File: src/rtl/ue14500_sequencer.sv
// Program sequencer for the UE14500 1-bit core: writable program store, program
// counter and 2-deep return stack, issuing each instruction as a FETCH/EXEC pair.
module ue14500_sequencer #(
    parameter int ADDR_W = 4
) (
    input  logic              clk,
    input  logic              rst_n,
    input  logic              run,
    input  logic              prog_we,
    input  logic [ADDR_W-1:0] prog_addr,
    input  logic [7:0]        prog_data,
    output logic [3:0]        instr,
    output logic [3:0]        operand,
    output logic              instr_valid,
    output logic              phase,
    input  logic              jmp_flag,
    input  logic              rtn_flag,
    input  logic              flagf_flag,
    output logic [ADDR_W-1:0] pc,
    output logic              halted,
    output logic              stack_err,
    output logic [1:0]        dbg_state
);

    localparam int DEPTH = 1 << ADDR_W;

    typedef enum logic [1:0] {
        S_IDLE  = 2'd0,
        S_FETCH = 2'd1,
        S_EXEC  = 2'd2,
        S_HALT  = 2'd3
    } state_t;

    state_t            state, state_n;
    logic [7:0]        mem [0:DEPTH-1];
    logic [ADDR_W-1:0] pc_n, pc_inc;
    logic [ADDR_W-1:0] stk0, stk1, stk0_n, stk1_n;
    logic [1:0]        depth, depth_n;
    logic              err_n;
    logic              fetch;

    assign pc_inc    = pc + ADDR_W'(1);
    assign dbg_state = state;

    // stk1 is the top of stack when depth is 2, stk0 when depth is 1.
    always_comb begin
        state_n = state;
        pc_n    = pc;
        depth_n = depth;
        stk0_n  = stk0;
        stk1_n  = stk1;
        err_n   = stack_err;
        fetch   = 1'b0;
        case (state)
            S_IDLE: begin
                if (run) begin
                    state_n = S_FETCH;
                    fetch   = 1'b1;
                end
            end
            S_FETCH: state_n = S_EXEC;
            S_EXEC: begin
                if (flagf_flag) begin
                    pc_n    = pc_inc;
                    state_n = S_HALT;
                end else begin
                    if (jmp_flag) begin
                        pc_n = ADDR_W'(operand);
                        if (depth == 2'd2) begin
                            stk0_n = stk1;
                            stk1_n = pc_inc;
                            err_n  = 1'b1;
                        end else if (depth == 2'd1) begin
                            stk1_n  = pc_inc;
                            depth_n = 2'd2;
                        end else begin
                            stk0_n  = pc_inc;
                            depth_n = 2'd1;
                        end
                    end else if (rtn_flag) begin
                        if (depth == 2'd2) begin
                            pc_n    = stk1;
                            depth_n = 2'd1;
                        end else if (depth == 2'd1) begin
                            pc_n    = stk0;
                            depth_n = 2'd0;
                        end else begin
                            pc_n  = '0;
                            err_n = 1'b1;
                        end
                    end else begin
                        pc_n = pc_inc;
                    end
                    if (run) begin
                        state_n = S_FETCH;
                        fetch   = 1'b1;
                    end else begin
                        state_n = S_IDLE;
                    end
                end
            end
            S_HALT: begin
                if (!run) begin
                    state_n = S_IDLE;
                    pc_n    = '0;
                    depth_n = 2'd0;
                    err_n   = 1'b0;
                end
            end
            default: state_n = S_IDLE;
        endcase
    end

    // instr_valid marks a live instruction; phase 0 is FETCH, phase 1 is EXEC,
    // and the core's flags are only taken on the edge closing the EXEC cycle.
    always_ff @(posedge clk or negedge rst_n) begin
        if (!rst_n) begin
            state       <= S_IDLE;
            pc          <= '0;
            depth       <= 2'd0;
            stk0        <= '0;
            stk1        <= '0;
            stack_err   <= 1'b0;
            instr       <= 4'h0;
            operand     <= 4'h0;
            instr_valid <= 1'b0;
            phase       <= 1'b0;
            halted      <= 1'b0;
        end else begin
            state       <= state_n;
            pc          <= pc_n;
            depth       <= depth_n;
            stk0        <= stk0_n;
            stk1        <= stk1_n;
            stack_err   <= err_n;
            instr_valid <= (state_n == S_FETCH) || (state_n == S_EXEC);
            phase       <= (state_n == S_EXEC);
            halted      <= (state_n == S_HALT);
            if (fetch) begin
                {instr, operand} <= mem[pc_n];
            end else if ((state_n == S_IDLE) || (state_n == S_HALT)) begin
                instr   <= 4'h0;
                operand <= 4'h0;
            end
        end
    end

    // Store is left unreset; a same-edge fetch of the written address sees the old word.
    always_ff @(posedge clk) begin
        if (prog_we && ((state == S_IDLE) || (state == S_HALT))) begin
            mem[prog_addr] <= prog_data;
        end
    end

endmodule

File: config.mk
export PLATFORM = sky130hd
export DESIGN_NAME = ue14500_sequencer
export DESIGN_NICKNAME = d
export VERILOG_FILES = /design/src/rtl/ue14500_sequencer.sv
export SDC_FILE = /design/constraint.sdc
export NUM_CORES = 1
export LEC_CHECK = 0
export ABC_AREA = 1
export BUFFER_PORTS_ARGS = -buffer_cell sky130_fd_sc_hd__buf_2
export CAP_MARGIN = 0
export CELL_PAD_IN_SITES_DETAIL_PLACEMENT = 1
export CELL_PAD_IN_SITES_GLOBAL_PLACEMENT = 1
export CORE_MARGIN = 5
export CORE_UTILIZATION = 53
export CTS_CLUSTER_SIZE = 40
export DETAILED_ROUTE_END_ITERATION = 8
export PLACE_DENSITY = 0.85
export SYNTH_ARGS = -nofsm -noshare
export SYNTH_HDL_FRONTEND = slang
export SYNTH_SLANG_ARGS = --single-unit
export TNS_END_PERCENT = 50
File: constraint.sdc
create_clock -name clk -period 5.6 [get_ports clk]
set_input_delay 1.4 -clock clk [delete_from_list [all_inputs] [get_ports clk]]
set_output_delay 1.4 -clock clk [all_outputs]
set_load 0.03 [all_outputs]
==> results.py, run 1 <==
metrics = {
    "outcome": {
        "status": "finished, final reports clean",
    },
    "place": {
        "dpl.hpwl_um": 12260,
        "placed_cells": 815,
        "portBuffers": 36,
        "place.gp.congestion": 0.9094,
        "post_dp_cell_area_sq_um": 7169,
        "place_ws_ps": 1938,
    },
    "pwr": {
        "peakVddDrop_v": 0.0002612,
        "p_leak_nw": 3.043,
        "powerDensity_nw_per_um2": 556.4,
    },
    "cts": {
        "tritoncts": "yes",
        "numCtsBuffers": 17,
        "insertion_delay_ps": 430,
        "cts.htree.levels": 4,
        "clockBufferDepth": 2,
        "cts_setup_buffers": 0,
        "cts_root_buffer": "clkbuf_16",
        "hold_buffers": 0,
        "clk_pin_slew_ps": 60,
        "ctsResizeCount": 0,
        "cts.sinks": 156,
    },
    "timing": {
        "rsz0062_at_grt": "false",
        "hold_viol_final": 0,
        "finClkSkew_ps": 13.97,
        "tightest_slew_ps": 1016,
        "max_freq_mhz": 301.1,
        "fin_tns_setup_ps": 0,
        "relSlewSlack_pct": 32.01,
        "setup_viol": 0,
        "fin_ws_ps": 2279,
        "fin_crit_sh_pct": 59.31,
        "fin_crit_ps": 3321,
        "slew_violations": 0,
    },
    "global_route": {
        "grt_usage_pct": 25.59,
        "grt_first_pass_wirelength_um": 30660,
        "grt_pass1_vias": 5439,
        "global_route.peak_usage_layer": "met2",
        "grtUsageMet1_pct": 32.24,
        "met3_usage_pct": 5.660,
        "grt_max_degree": 65,
        "grt_util_met2_pct": 43.32,
        "antenna_found_initial": 0,
        "overflow": 0,
    },
    "floorplan": {
        "io_pins": 37,
        "start_util_pct": 54.58,
        "core_sq_um": 12720,
        "die_w_um": 124.5,
        "rows": 41,
        "die_area_sq_um": 15490,
        "die_y_um": 124.5,
    },
    "route": {
        "drc": 0,
        "ant_nets": 0,
        "drt_pass1_iterations": 7,
        "vias": 5290,
        "viasPerCell": 6.246,
        "drt_iter0_markers": 537,
        "postRouteWirelength_um": 19720,
        "routedWlPerCell_um": 23.28,
    },
    "worst_setup_path": {
        "cp-start-kind": "input port",
        "cp.required_ps": 5900,
        "critPathCaptureType": "flip-flop",
        "arrival_ps": 3620,
        "path_class": "in2reg",
        "cp_max_fo": 34,
    },
    "run": {
        "maxCapViolCount": 0,
    },
    "final_layout": {
        "fillers": 1373,
        "finish.utilization_pct": 60.73,
        "instances_no_fill": 847,
        "ff_latch_area_sq_um": 4544,
        "drive_gt1_share_pct": 12.00,
        "final_cell_mix": "nand2_1 (129), nand3_1 (129), edfxtp_1 (128)",
        "fin_area_sq_um": 7726,
        "multi_input_area_sq_um": 2003,
        "syn_to_final_growth_pct": 11.26,
        "diodes": 0,
        "num-nets-final": 690,
    },
    "synthesis": {
        "synthCells": 638,
        "ys_types": 30,
        "ys.flop_type": "edfxtp_1",
        "syn-num-nets": 666,
        "syn_area_sq_um": 6944,
        "synth-seq-area-share_pct": 65.44,
        "async_flop_share_pct": 17.95,
        "synth_edf_count": 128,
        "ys_warn_count": 0,
        "syn_avg_cell_area_sq_um": 10.88,
        "ys_ff_latch": 156,
    },
    "worst_hold_path": {
        "hold_class": "reg2reg",
    },
}
==> through the flow <==
step                      total power (W)  hold slack [ps]
final                            0.004299            491.5
after global routing             0.004528            519.0
after CTS                        0.004297            501.0
after detailed placement         0.003179            485.7
after global placement           0.003094            466.2
after floorplan                  0.002702            449.4
==> cell usage after synthesis (2+ instances only) <==
library cell | count | area, sq um
nand2_1 | 132 | 495.5
o21ai_0 | 7 | 35.03
nand3_1 | 129 | 645.6
buf_2 | 20 | 100.1
a21oi_1 | 2 | 10.01
nor2_1 | 33 | 123.9
nor3_1 | 3 | 15.01
buf_6 | 2 | 22.52
ha_1 | 9 | 112.6
edfxtp_1 | 128 | 3844
inv_1 | 43 | 161.4
nand4_1 | 64 | 400.4
nand3_2 | 3 | 30.03
a31oi_1 | 4 | 25.02
dfrtp_1 | 28 | 700.7
buf_4 | 14 | 105.1
inv_2 | 4 | 15.01
==> final timing paths <==
path,start,to,slack [ps],cells after the start
max reg2reg,dbg_state[0]$_DFF_PN0_,operand[0]$_DFFE_PN0P_,2610,13
min,stack_err$_DFFE_PN0P_,stack_err$_DFFE_PN0P_,490,2
max,jmp_flag,operand[0]$_DFFE_PN0P_,2280,14
min reg2reg,stack_err$_DFFE_PN0P_,stack_err$_DFFE_PN0P_,490,2
max in group asynchronous,rst_n,pc[1]$_DFF_PN0_,4140,1
min in group asynchronous,rst_n,instr[0]$_DFFE_PN0P_,1010,1
==> where the power goes <==
| group | internal, W | switching, W |
|---|---|---|
| sequential | 0.00137 | 0.0000764 |
| combinational | 0.000494 | 0.00125 |
| clock | 0.000647 | 0.000453 |
==> flip-flops by register name (all words and copies together) (netlist names) <==
signal and cells:
pc 4, depth 2, stk0 4, halted 1, stack_err 1, dbg_state 2, operand 4, stk1 4
instr_valid 1, instr 4, phase 1, mem 128
==> cell families (layout without fill, tap and decap cells) <==
| kind of cell | count (synthesis) | count (layout) | synth area share (%) |
|---|---|---|---|
| simple gates | 367 | 367 | 24.92 |
| flops | 156 | 156 | 65.44 |
| buf+inv | 83 | 120 | 5.820 |
| compound gates | 21 | 21 | 1.946 |
| fa+ha+maj | 9 | 9 | 1.622 |
| xor+xnor | 2 | 2 | 0.2523 |
==> critical path, stage by stage <==
cell and delay (ps):
buf_2 120, inv_2 130, nand2_1 110, inv_1 110, nand2_1 70, nand3_1 100
nand3_2 60, buf_4 260, inv_2 520, nand3_1 180, nand3_1 130, nand3_1 170
nand3_1 150, nand2_1 90
==> routing by layer <==
metal  vias up  wire, um
met3        37      1424
met1      2652      7696
li1       2334         -
met5         -         0
met4         0       502
met2       267     10100
==> layout make-up <==
cell class,instances,area share [%]
inverters,47,2.283
well taps,172,2.785
flip-flops and latches,156,58.82
clock buffers,18,5.555
repair buffers,41,2.980
clock inverters,14,1.652
multi-input cells,399,25.93
(Power assumes the default switching activity.)
==> run 2, diff against run 1 <==
Settings changed: CORE_UTILIZATION 53 to 44, PLACE_DENSITY 0.85 to 0.75.
Clock period 5.6 ns to 3 ns, I/O delays scaled along.
==> results.py, run 2 (synthesized netlist as in run 1, its figures left out) <==
metrics = {
    "timing": {
        "tightest_slew_ps": 795.3,
        "fin_crit_ps": 2748,
        "relSlewSlack_pct": 46.57,
        "finClkSkew_ps": 10.57,
        "fin_ws_ps": 252.5,
        "hold_viol_final": 0,
        "fin_tns_setup_ps": 0,
        "slew_violations": 0,
        "setup_viol": 0,
        "holdWs_ps": 382.7,
        "rsz0062_at_grt": "false",
        "max_freq_mhz": 364.0,
        "fin_crit_sh_pct": 91.58,
    },
    "cts": {
        "insertion_delay_ps": 420,
        "tritoncts": "yes",
        "cts.sinks": 156,
        "clk_pin_slew_ps": 60,
        "cts.htree.levels": 4,
        "ctsResizeCount": 0,
        "cts_setup_buffers": 0,
        "clockBufferDepth": 2,
        "numCtsBuffers": 17,
        "hold_buffers": 0,
        "cts_root_buffer": "clkbuf_16",
    },
    "global_route": {
        "grt_first_pass_wirelength_um": 31730,
        "grt_max_degree": 65,
        "grt_pass1_vias": 5537,
        "grt_usage_pct": 23.24,
        "overflow": 0,
        "antenna_found_initial": 0,
    },
    "worst_setup_path": {
        "critical_path.most_common_cell": "nand3_1",
        "cp.required_ps": 3360,
        "arrival_ps": 3110,
        "max_stage_delay_ps": 580,
        "cp_top_family": "simple AND/OR/NAND/NOR gates",
        "critPathCaptureType": "flip-flop",
        "cp.buffers_inverters": 3,
        "slowest_stage": "buf_4",
        "startpoint": "depth[0]$_DFFE_PN0P_",
        "path_cells": "inv_1, ha_1, inv_2, nand3_1, nand3_1, nand2_2, buf_4, nand4_1, nand3_1, nand3_1, nand3_1, nand3_1, nand2_1",
        "path_class": "reg2reg",
        "cp-start-kind": "flip-flop",
        "timing.rr.start": "depth[0]$_DFFE_PN0P_",
        "cp_max_fo": 64,
    },
    "final_layout": {
        "largest-register": "mem",
        "fillers": 1742,
        "final_cell_mix": "nand2_1 (129), nand3_1 (129), edfxtp_1 (128)",
        "largest_register_ffs": 128,
        "ff_latch_area_sq_um": 4544,
        "diodes": 0,
        "multi_input_area_sq_um": 2003,
        "syn_to_final_growth_pct": 14.79,
        "drive_gt1_share_pct": 15.19,
        "num-nets-final": 713,
    },
    "place": {
        "dpl.hpwl_um": 13100,
        "place_ws_ps": 195.1,
        "portBuffers": 36,
        "place.gp.congestion": 0.8722,
    },
    "pwr": {
        "p_leak_nw": 3.170,
        "peakVddDrop_v": 0.0005204,
        "powerDensity_nw_per_um2": 1024,
    },
    "floorplan": {
        "die_y_um": 135.6,
        "rows": 46,
        "die_area_sq_um": 18390,
        "core_sq_um": 15660,
        "start_util_pct": 44.36,
        "die_w_um": 135.6,
        "io_pins": 37,
    },
    "route": {
        "routedWlPerCell_um": 22.27,
        "drc": 0,
        "ant_nets": 0,
        "vias": 5171,
        "drt_iter0_markers": 341,
        "postRouteWirelength_um": 20360,
        "drt_pass1_iterations": 5,
        "viasPerCell": 5.658,
    },
    "worst_hold_path": {
        "hold_class": "in2async",
    },
    "run": {
        "maxCapViolCount": 0,
    },
    "outcome": {
        "status": "finished, final reports clean",
    },
}
run 2: per-stage QoR:
stage                     utilization, %  cell area, sq um  std cells  power [W]
after CTS                          50.92              7971        914   0.008201
final                              50.92              7971        914   0.008162
after global placement             47.33              7410        882   0.005966
after floorplan                        -              6944        638   0.005045
after detailed placement           47.33              7410        882   0.006132
after global routing               50.92              7971        914   0.008667
run 2: report_power, final:
group	switching, W	internal [W]	total (W)	leakage [nW]
registers	0.000140	0.00256	0.00270	1.51
clock network	0.000873	0.00117	0.00204	0.269
logic	0.00240	0.00102	0.00341	1.39
total	0.00341	0.00475	0.00816	3.17
run 2: final timing paths:
kind,end,cells after the start,slack (ps)
worst min register to register,stk1[3]$_DFFE_PN0P_,2,490
worst min-delay path,operand[0]$_DFFE_PN0P_,1,380
worst max register to register,instr[1]$_DFFE_PN0P_,13,250
min in group clk,stk1[3]$_DFFE_PN0P_,2,490
worst max-delay path,instr[1]$_DFFE_PN0P_,13,250
max in group asynchronous,instr[0]$_DFFE_PN0P_,1,2150
run 2: final cells by class:
| class | count | share of cell area [%] |
|---|---|---|
| inverter | 47 | 2.213 |
| clock inverter | 12 | 1.444 |
| multi-input combinational | 399 | 25.13 |
| tap | 216 | 3.390 |
| timing repair buffer | 64 | 5.211 |
| clock buffer | 20 | 5.604 |
| sequential | 156 | 57.01 |
run 2: routing by layer:
layer  up-vias  share of wire (%)  global-route usage [%]
met5         -                  0                       0
met3        34                6.1                   4.903
met4         0                2.8                   8.903
met1      2566                 41                   29.38
met2       182                 50                   39.33
li1       2389                  -                       -
